$ cat src/rtl/rng_share_sched_pkg.sv
// ============================================================================
// Module      : rng_pkg
// Description : Shared constants, FSM encoding and LFSR byte-step functions
//               for the shared random-byte front end.
// Revision    : 1.0  initial release
// ============================================================================
`default_nettype none

package rng_pkg;

    localparam int                LFSR_W       = 23;
    localparam int                BYTE_W       = 8;
    localparam logic [LFSR_W-1:0] SEED_DEFAULT = 23'h000001;

    typedef enum logic [0:0] {
        WARM  = 1'b0,
        SERVE = 1'b1
    } fsm_t;

    // Byte bits 5..0 chain off the bit two places above, so a loop covers them.
    function automatic logic [BYTE_W-1:0] lfsr_byte(input logic [LFSR_W-1:0] s);
        logic [BYTE_W-1:0] b;
        b[7] = s[22] ^ s[1];
        b[6] = s[21] ^ s[0];
        for (int k = 5; k >= 0; k--) begin
            b[k] = s[15+k] ^ b[k+2];
        end
        return b;
    endfunction

    function automatic logic [LFSR_W-1:0] lfsr_next(input logic [LFSR_W-1:0] s);
        return {s[LFSR_W-2:0], s[22] ^ s[1]};
    endfunction

endpackage

`default_nettype wire

$ cat src/rtl/rng_lfsr23_core.sv
// ============================================================================
// Module      : rng_lfsr23_core
// Description : 23-bit Fibonacci LFSR state with load and step; the output
//               byte is combinational from the current (pre-step) state.
// Revision    : 1.0  initial release
// ============================================================================
`default_nettype none

module rng_lfsr23_core
    import rng_pkg::*;
#(
    parameter logic [22:0] RESET_SEED = rng_pkg::SEED_DEFAULT
) (
    input  logic              clk,
    input  logic              rst_n,
    input  logic              load,
    input  logic [LFSR_W-1:0] load_val,
    input  logic              step,
    output logic [BYTE_W-1:0] rnd_byte,
    output logic [LFSR_W-1:0] lfsr_state
);

    logic [LFSR_W-1:0] r_state;

    always_ff @(posedge clk) begin
        if (!rst_n) begin
            r_state <= RESET_SEED;
        end else if (load) begin
            r_state <= load_val;
        end else if (step) begin
            r_state <= lfsr_next(r_state);
        end
    end

    assign lfsr_state = r_state;
    assign rnd_byte   = lfsr_byte(r_state);

endmodule

`default_nettype wire

$ cat src/rtl/rng_share_sched.sv
// ============================================================================
// Module      : rng_share_sched
// Description : Seeds and warms up the LFSR byte generator, then hands each
//               byte to exactly one requester in round-robin order.
// Revision    : 1.0  initial release
// ============================================================================
`default_nettype none

module rng_share_sched
    import rng_pkg::*;
#(
    parameter int          N_REQ        = 4,
    parameter int          WARMUP       = 32,
    parameter logic [22:0] SEED_DEFAULT = rng_pkg::SEED_DEFAULT,
    localparam int         IDW          = (N_REQ > 1) ? $clog2(N_REQ) : 1
) (
    input  logic              clk,
    input  logic              rst_n,
    input  logic              seed_load,
    input  logic [LFSR_W-1:0] seed_in,
    input  logic [N_REQ-1:0]  req,
    output logic [N_REQ-1:0]  gnt,
    output logic              rnd_valid,
    output logic [BYTE_W-1:0] rnd_data,
    output logic [IDW-1:0]    rnd_id,
    output logic              ready
);

    generate
        if (WARMUP < 0 || WARMUP > 65535) begin : g_bad_warmup
            $error("rng_share_sched: WARMUP must be within 0..65535");
        end
        if (N_REQ < 2 || N_REQ > 8) begin : g_bad_nreq
            $error("rng_share_sched: N_REQ must be within 2..8");
        end
    endgenerate

    localparam logic [15:0]      c_warm_init = 16'(WARMUP);
    localparam logic [N_REQ-1:0] c_gnt_one   = N_REQ'(1);

    fsm_t              r_state;
    fsm_t              w_state_nxt;
    logic [15:0]       r_warm_cnt;
    logic [15:0]       w_cnt_nxt;
    logic [IDW-1:0]    r_rr_ptr;
    logic [IDW-1:0]    w_rr_nxt;
    logic [N_REQ-1:0]  r_gnt;
    logic              r_valid;
    logic [BYTE_W-1:0] r_data;
    logic [IDW-1:0]    r_id;
    logic              w_step;
    logic              w_grant;
    logic              w_any;
    logic [IDW-1:0]    w_off;
    logic [IDW:0]      w_sum;
    logic [IDW-1:0]    w_pick;
    logic [2*N_REQ-1:0] w_req2;
    logic [BYTE_W-1:0] w_byte;
    logic [LFSR_W-1:0] w_lfsr_state;
    logic [LFSR_W-1:0] w_load_val;

    // An all-zero seed would lock the LFSR, so it is replaced by the default.
    assign w_load_val = (seed_in == '0) ? SEED_DEFAULT : seed_in;

    rng_lfsr23_core #(
        .RESET_SEED (SEED_DEFAULT)
    ) u_core (
        .clk        (clk),
        .rst_n      (rst_n),
        .load       (seed_load),
        .load_val   (w_load_val),
        .step       (w_step),
        .rnd_byte   (w_byte),
        .lfsr_state (w_lfsr_state)
    );

    // Rotate requests so bit k is requester (rr + k) mod N; lowest set k wins.
    assign w_req2 = {req, req} >> r_rr_ptr;

    always_comb begin
        w_any = 1'b0;
        w_off = '0;
        for (int k = N_REQ - 1; k >= 0; k--) begin
            if (w_req2[k]) begin
                w_any = 1'b1;
                w_off = IDW'(k);
            end
        end
        w_sum = {1'b0, r_rr_ptr} + {1'b0, w_off};
        if (w_sum >= (IDW+1)'(N_REQ)) begin
            w_sum = w_sum - (IDW+1)'(N_REQ);
        end
        w_pick   = w_sum[IDW-1:0];
        w_rr_nxt = (w_pick == IDW'(N_REQ - 1)) ? '0 : w_pick + 1'b1;
    end

    always_comb begin
        w_state_nxt = r_state;
        w_cnt_nxt   = r_warm_cnt;
        w_step      = 1'b0;
        w_grant     = 1'b0;
        if (seed_load) begin
            w_state_nxt = WARM;
            w_cnt_nxt   = c_warm_init;
        end else begin
            case (r_state)
                WARM: begin
                    if (r_warm_cnt == '0) begin
                        w_state_nxt = SERVE;
                    end else begin
                        w_step    = 1'b1;
                        w_cnt_nxt = r_warm_cnt - 16'd1;
                    end
                end
                SERVE: begin
                    if (w_any) begin
                        w_grant = 1'b1;
                        w_step  = 1'b1;
                    end
                end
                default: w_state_nxt = WARM;
            endcase
        end
    end

    always_ff @(posedge clk) begin
        if (!rst_n) begin
            r_state <= WARM;
        end else begin
            r_state <= w_state_nxt;
        end
    end

    always_ff @(posedge clk) begin
        if (!rst_n) begin
            r_warm_cnt <= c_warm_init;
            r_rr_ptr   <= '0;
            r_gnt      <= '0;
            r_valid    <= 1'b0;
            r_data     <= 8'hFF;
            r_id       <= '0;
        end else begin
            r_warm_cnt <= w_cnt_nxt;
            r_gnt      <= '0;
            r_valid    <= w_grant;
            if (w_grant) begin
                r_gnt    <= c_gnt_one << w_pick;
                r_id     <= w_pick;
                r_data   <= w_byte;
                r_rr_ptr <= w_rr_nxt;
            end
        end
    end

    assign gnt       = r_gnt;
    assign rnd_valid = r_valid;
    assign rnd_data  = r_data;
    assign rnd_id    = r_id;
    assign ready     = (r_state == SERVE);

endmodule

`default_nettype wire

$ cat config.mk
export PLATFORM = sky130hd
export DESIGN_NAME = rng_share_sched
export DESIGN_NICKNAME = d
export VERILOG_FILES = /design/src/rtl/rng_share_sched_pkg.sv /design/src/rtl/rng_lfsr23_core.sv /design/src/rtl/rng_share_sched.sv
export SDC_FILE = /design/constraint.sdc
export NUM_CORES = 1
export LEC_CHECK = 0
export BUFFER_PORTS_ARGS = -buffer_cell sky130_fd_sc_hd__buf_2
export CORE_ASPECT_RATIO = 1.5
export CORE_MARGIN = 2
export CORE_UTILIZATION = 50
export DETAILED_ROUTE_END_ITERATION = 16
export PLACE_DENSITY = 0.8
export SLEW_MARGIN = 20
export SYNTH_ARGS = -nofsm -noshare
export SYNTH_HDL_FRONTEND = slang
export SYNTH_HIERARCHICAL = 1
export SYNTH_SLANG_ARGS = --single-unit
$ cat constraint.sdc
create_clock -name clk -period 2.5 [get_ports clk]
set_clock_uncertainty 0.05 [all_clocks]
set_input_delay 0.5 -clock clk [delete_from_list [all_inputs] [get_ports clk]]
set_output_delay 0.5 -clock clk [all_outputs]
set_load 0.01 [all_outputs]
Yosys cells after proc, flatten, opt, wreduce, memory -nomap -nowiden
Cells that the tools add are included.
Word-level totals
  output and inout bits: 16
  input port bits: 30
  register bits after elaboration: 57
  word-level logic and storage cells: 54
Cells by class
  multiplexer cells: 21
  equal/unequal tests: 1
  bitwise operators: 11
  shift-type cells: 2
  $lt $le $gt $ge: 1
  $add $sub $neg: 4
  reductions and logical operators: 6
Operators with widths (count)
  23-bit 2-to-1 mux: 3
  23-bit logical NOT: 1
  16-bit logical NOT: 1
  16-bit by 1-bit subtractor with 16-bit output, second input constant: 1
  2-bit 2-to-1 mux: 6
  1-bit 2-to-1 mux: 11
  8-bit by 2-bit >> shifter with 4-bit output: 1
  1-bit XOR: 8
  2-bit AND reduction: 2
  1-bit by 2-bit << shifter with 4-bit output, first input constant: 1
  2-bit by 2-bit adder with 3-bit output: 1
  3-bit greater-or-equal comparator, second input constant: 1
  1-bit inverter: 3
  2-bit by 1-bit adder with 2-bit output, second input constant: 1
  2-bit == test, second input constant: 1
  1-bit one-hot mux with 2 select lines: 1
  2-bit nonzero test: 1
  2-bit OR reduction: 1
  2-bit by 1-bit subtractor with 2-bit output, second input constant: 1

Longest topological paths before layout
  depth after elaboration: 10
  depth in mapped cells: 10
  mapped depth without buffers: 9

By module
The synthesis kept the hierarchy.
Modules (own cells, without submodules)
  rng_share_sched: sequential area each 680.7 µm², instances 1, cells each 206, area each 1721.7 µm²
  rng_lfsr23_core: sequential area each 460.4 µm², instances 1, cells each 112, area each 1076.0 µm²

Least setup slack after synthesis
No wires, ideal clock.
  path type: input to register
  start: input port req[2]
  end: register u_core.r_state[10], in the netlist u_core/lfsr_state[10]
  data required time: 2.317 ns
  cell stages on the path: 9
  setup time: 0.133 ns
  path buffers: 4
  data arrival time: 2.165 ns
  slack: 0.152 ns
  path through: clkbuf_1 nor2_1 a21oi_2 buf_2 a21o_1 buf_2 buf_2 mux2i_1 a21oi_1
On the way
  word-level cells in the longest chain between the ends: 9
Ends and longest elaborated chain
  from (decl): RTL line rng_share_sched.sv:21  | input logic [N_REQ-1:0] req,
  8-bit by 2-bit >> shifter with 4-bit output (*): RTL line rng_share_sched.sv:78  | assign w_req2 = {req, req} >> r_rr_ptr;
  1-bit 2-to-1 mux (3 in series): RTL line rng_share_sched.sv:84  | if (w_req2[k]) begin
  1-bit 2-to-1 mux (*): RTL line rng_share_sched.sv:84
  1-bit 2-to-1 mux (*): RTL line rng_share_sched.sv:116  | if (w_any) begin
  1-bit one-hot mux with 2 select lines (*): RTL line rng_share_sched.sv:106  | case (r_state)
  1-bit 2-to-1 mux (*): RTL line rng_share_sched.sv:102  | if (seed_load) begin
  net w_step: RTL line rng_share_sched.sv:51  | logic w_step;
  2-bit nonzero test (no line) (*)
  to (signal assigned): RTL line rng_lfsr23_core.sv:29  | r_state <= load_val;
  to (signal assigned): RTL line rng_lfsr23_core.sv:31  | r_state <= lfsr_next(r_state);
  to (decl): RTL line rng_lfsr23_core.sv:23  | logic [LFSR_W-1:0] r_state;
Mark *: on every way through the listed nets, which the timed path passes. The rest lies on a longest branch.
A chain may end at the register's enable or synchronous reset.

Final worst setup path
  start: register r_warm_cnt[12]
  end: register u_core.r_state[8], in the netlist u_core/lfsr_state[8]
On the way
  word-level cells in the longest chain between the ends: 5
Ends and longest elaborated chain
  from (decl): RTL line rng_share_sched.sv:43  | logic [15:0] r_warm_cnt;
  from (signal assigned): RTL line rng_share_sched.sv:136  | r_warm_cnt <= c_warm_init;
  from (signal assigned): RTL line rng_share_sched.sv:143  | r_warm_cnt <= w_cnt_nxt;
  16-bit logical NOT: RTL line rng_share_sched.sv:108  | if (r_warm_cnt == '0) begin
  1-bit 2-to-1 mux: RTL line rng_share_sched.sv:108
  1-bit one-hot mux with 2 select lines: RTL line rng_share_sched.sv:106
  1-bit 2-to-1 mux: RTL line rng_share_sched.sv:102
  net w_step: RTL line rng_share_sched.sv:51
  2-bit nonzero test (no line)
The timed path passes the listed nets, and every way through them passes these cells.

==> reports/summary.txt <==
Ratio of cells with drive above 1 in the final layout = 0.214
Area of the die = 0.00622 sq mm
Cell family with the largest share of critical-path delay = simple AND/OR/NAND/NOR gates
Wirelength, routed = 5.22 mm
Synthesized-area fraction occupied by adder cells = 0.0134
Detailed Place HPWL = 3.82 mm
Fraction of power spent switching nets = 0.276
Switching power summed over all nets = 592 uW
Area fraction in compound gates after synthesis = 0.151
Max Slew Vio Count = 0
Congestion Overflow GR = 0
Wire length of the first global-routing pass = 8.81 mm
DR vias = 2,173
Hold crit path type = input pin to flip-flop
Worst R2R End = u_core/lfsr_state[8]$_SDFFE_PN0P_
Endpoint kind of the worst setup timing path = flip-flop
Measured slew at the worst slew-check pin = 0.578 ns
Synth area leader = sky130_fd_sc_hd__dfxtp_1
WS Path Type = flip-flop to flip-flop
Ordered cell list for the critical path = or2_4 -> nor4b_4 -> a31oi_1 -> a21o_1 -> buf_12 -> mux2i_1 -> a21oi_1
Synthesis-stage register bit count = 57
Worst-case setup margin in the final layout = 0.349 ns
Peak per-stage delay on the critical path = 0.46 ns
Via/cell ratio = 5.24
Clk Latency, worst-skew pair = 0.34 ns
CP required = 2.65 ns
Distinct cells, synth = 46
Post-DRT Antenna Nets = 0
Max transition margin = 0.614
Maximum achievable frequency = 0.465 GHz
Placement-stage worst setup slack = 0.287 ns
Cell type of the slowest stage on the worst timing path = sky130_fd_sc_hd__nor4b_4
Highest ir drop seen on vdd = 0.000410 V
X dimension of the die = 65.1 um
Number of resized instances in the post-cts repair step = 0
First drt pass iteration count = 4
Number of levels in the clock H-tree = 3
CTS tree = done
Combinational share of power = 0.185
Logic depth of the worst register-to-register path = 7
Portion of the clock cycle consumed by the worst path in the final layout = 0.860
Initial antenna violation count = 0
Final setup violation count = 0
Number of global-route vias before repair = 2,064
Number of remaining DRC errors = 0
Status = complete, no violations
Crit path from = r_warm_cnt[12]$_SDFFE_PP0P_
Average detailed-routed wire length per instance = 12.6 um
Number of diodes = 0
Clock share of power = 0.348
Mux contribution to synthesized area = 0.118
Count of buffers from port buffering = 45
Hold wc startpoint = seed_in[7]
Power after layout = 2.15 mW
Period minus WS final = 2.15 ns
Synthesis warning total = 6
Leading post-synthesis cells by cell area = sky130_fd_sc_hd__dfxtp_1, sky130_fd_sc_hd__mux2i_1, sky130_fd_sc_hd__a21oi_1
Pin count of the biggest net entering global routing = 45
Simple-gate share of the synthesized area = 0.157
Worst path buffer plus inverter count = 1
TNS Setup = 0 ns
Final Non-Filler Cells = 415
Startpoint type of the worst setup path = flip-flop
Signed area change from the synthesized netlist to the final layout = 13.3%
Pint = 1.55 mW
Core Util, Final = 0.582
Flop2flop setup slack = 0.35 ns
# Post-CTS Setup Buffers = 0
Cell count after synthesis = 318
Fraction of synthesized cell area taken by the top area cell type = 0.408
Critical register-to-register path startpoint = r_warm_cnt[12]$_SDFFE_PP0P_
Synthesized area divided by synthesized cell count = 8.80 sq um
Data arrival time at the worst-slack endpoint = 2.30 ns
Leak pwr = 1.32 nW
Global-route usage over all layers = 0.186
Clock Pin Slew Worst Setup and Hold Paths = 0.06 ns
Share of power burned in registers = 0.467
Endpoint with the worst hold slack = u_core/lfsr_state[7]$_SDFFE_PN0P_
Count of clock tree sinks = 57
RSZ-0062 raised after global routing = false
Number of placed I/O pins = 46
Row count = 33
Num CTS Buffers = 9
RePlAce Congestion = 0.768
Smallest hold slack = 0.392 ns
Sequential fraction of the synthesis area = 0.408
Cell total after placement = 399
Xor and xnor area share after synthesis = 0.0859
DIE HEIGHT = 95.6 um
Dominant combinational cell family by area after synthesis = simple AND/OR/NAND/NOR gates
Root Buffer = sky130_fd_sc_hd__clkbuf_8
Area of the core = 0.00545 sq mm
Number of maximum-capacitance violations = 0
Cell Area, Placed = 0.00300 sq mm
Post-synthesis instance area = 0.00280 sq mm
Area of all placed cells without fillers = 0.00317 sq mm
Number of hold buffers added after CTS = 0
Power per cell area = 677 mW/mm^2
Worst hold stages = 3
Clock tree buffer depth = 2
Number of nets produced by synthesis = 351
Initial DRC Count = 93
Effective utilization at floorplan = 0.513
Number of nets in the final layout = 373
Biggest fanout along the worst timing path = 24
Final Hold Fails = 0
-- cell families after synthesis --
logic type / after synthesis
AOI/OAI and AO/OA: 69
xor gates and xnor gates: 23
adders and majority gates: 3
buffers and inverters: 46
DFF: 57
muxes: 33
and+or+nand+nor: 87
-- flip-flops by register name (all words and copies together), names as in the netlist --
| name | count |
|---|---|
| gnt | 4 |
| r_rr_ptr | 2 |
| r_warm_cnt | 16 |
| ready | 1 |
| rnd_data | 8 |
| rnd_id | 2 |
| rnd_valid | 1 |
| u_core/lfsr_state | 23 |
-- how the worst max path moves through the flow --
stage | depth (start not counted) | to
finish | 7 | u_core/lfsr_state[8]$_SDFFE_PN0P_
floorplan | 9 | u_core/lfsr_state[10]$_SDFFE_PN0P_
global placement | 10 | r_rr_ptr[1]$_SDFFE_PN0P_
detailed placement | 10 | r_rr_ptr[1]$_SDFFE_PN0P_
global route | 8 | u_core/lfsr_state[0]$_SDFFE_PN1P_
CTS | 7 | u_core/lfsr_state[1]$_SDFFE_PN0P_
-- area by class of cell --
class                   count  area (sq um)
clock buffers              13           159
clock inverters             3          15.0
well taps                  70          87.6
inverters                   8          30.0
flip-flops and latches     57          1140
fillers                   529          2280
multi-input cells         215          1470
repair buffers             49           268
-- cells in the mapped netlist (all sizes together) --
cell and instances:
mux2i 33, nand3 3, o21ai 26, nand2b 6, xor3 2, o41ai 1
nor4 11, o311a 1, xnor2 11, clkbuf 32, a32oi 1, a21oi 28
ha 3, o31a 1, o21bai 1, nand2 23, a21o 2, nor3 6
dlymetal6s2s 1, inv 8, and3 1, a211o 1, xor2 10, nand4 1
dfxtp 57, a2111oi 1, nor2b 1, or4 1, nor3b 1, a311oi 1
nor2 29, and2 1, o31ai 1, or3 1, a211oi 1, o32ai 2
buf 5, a31oi 1, or2 1, nor4b 1
-- routing by layer --
layer / vias up / track usage / share of wire
li1: 1137 / - / -
met1: 977 / 0.195 / 0.42
met2: 47 / 0.328 / 0.51
met3: 12 / 0.0508 / 0.044
met4: 0 / 0.109 / 0.026
met5: - / 0 / 0
-- power by group through the flow --
stage | Sequential [mW] | Clock, mW | Combinational (mW)
2_1_floorplan | 1.01 | 0 | 0.318
3_3_place_gp | 1.02 | 0 | 0.390
3_5_place_dp | 1.02 | 0 | 0.397
4_1_cts | 1.00 | 0.772 | 0.400
5_1_grt | 1.01 | 0.804 | 0.443
6_report | 1.00 | 0.747 | 0.396
-- worst reg2reg max path, stage by stage, from the launching register on --
cell                      delay, ns
sky130_fd_sc_hd__dfxtp_1       0.33
sky130_fd_sc_hd__or2_4         0.28
sky130_fd_sc_hd__nor4b_4       0.46
sky130_fd_sc_hd__a31oi_1       0.20
sky130_fd_sc_hd__a21o_1        0.24
sky130_fd_sc_hd__buf_12        0.18
sky130_fd_sc_hd__mux2i_1       0.20
sky130_fd_sc_hd__a21oi_1       0.09
-- layout by cell type, fill, tap and decap left out, types with 2 or more instances in the layout --
cell type                  Yosys  layout
sky130_fd_sc_hd__nor2_1       29      29
sky130_fd_sc_hd__clkbuf_1     32       2
sky130_fd_sc_hd__a21oi_1      27      27
sky130_fd_sc_hd__nand3_1       3       3
sky130_fd_sc_hd__a21o_1        2       2
sky130_fd_sc_hd__clkinv_2      0       3
sky130_fd_sc_hd__buf_4         0       3
sky130_fd_sc_hd__o32ai_1       2       2
sky130_fd_sc_hd__nor4_1       11      11
sky130_fd_sc_hd__buf_2         4      45
sky130_fd_sc_hd__dfxtp_1      57      57
sky130_fd_sc_hd__inv_1         7       7
sky130_fd_sc_hd__xnor2_1      11      11
sky130_fd_sc_hd__nor3_1        6       6
sky130_fd_sc_hd__xor2_1        9       9
sky130_fd_sc_hd__o21ai_0      26      26
sky130_fd_sc_hd__nand2b_1      5       5
sky130_fd_sc_hd__nand2_1      23      23
sky130_fd_sc_hd__ha_1          3       3
sky130_fd_sc_hd__clkbuf_8      0      11
sky130_fd_sc_hd__mux2i_1      33      33
No activity file was read; power rests on OpenSTA's default activity.
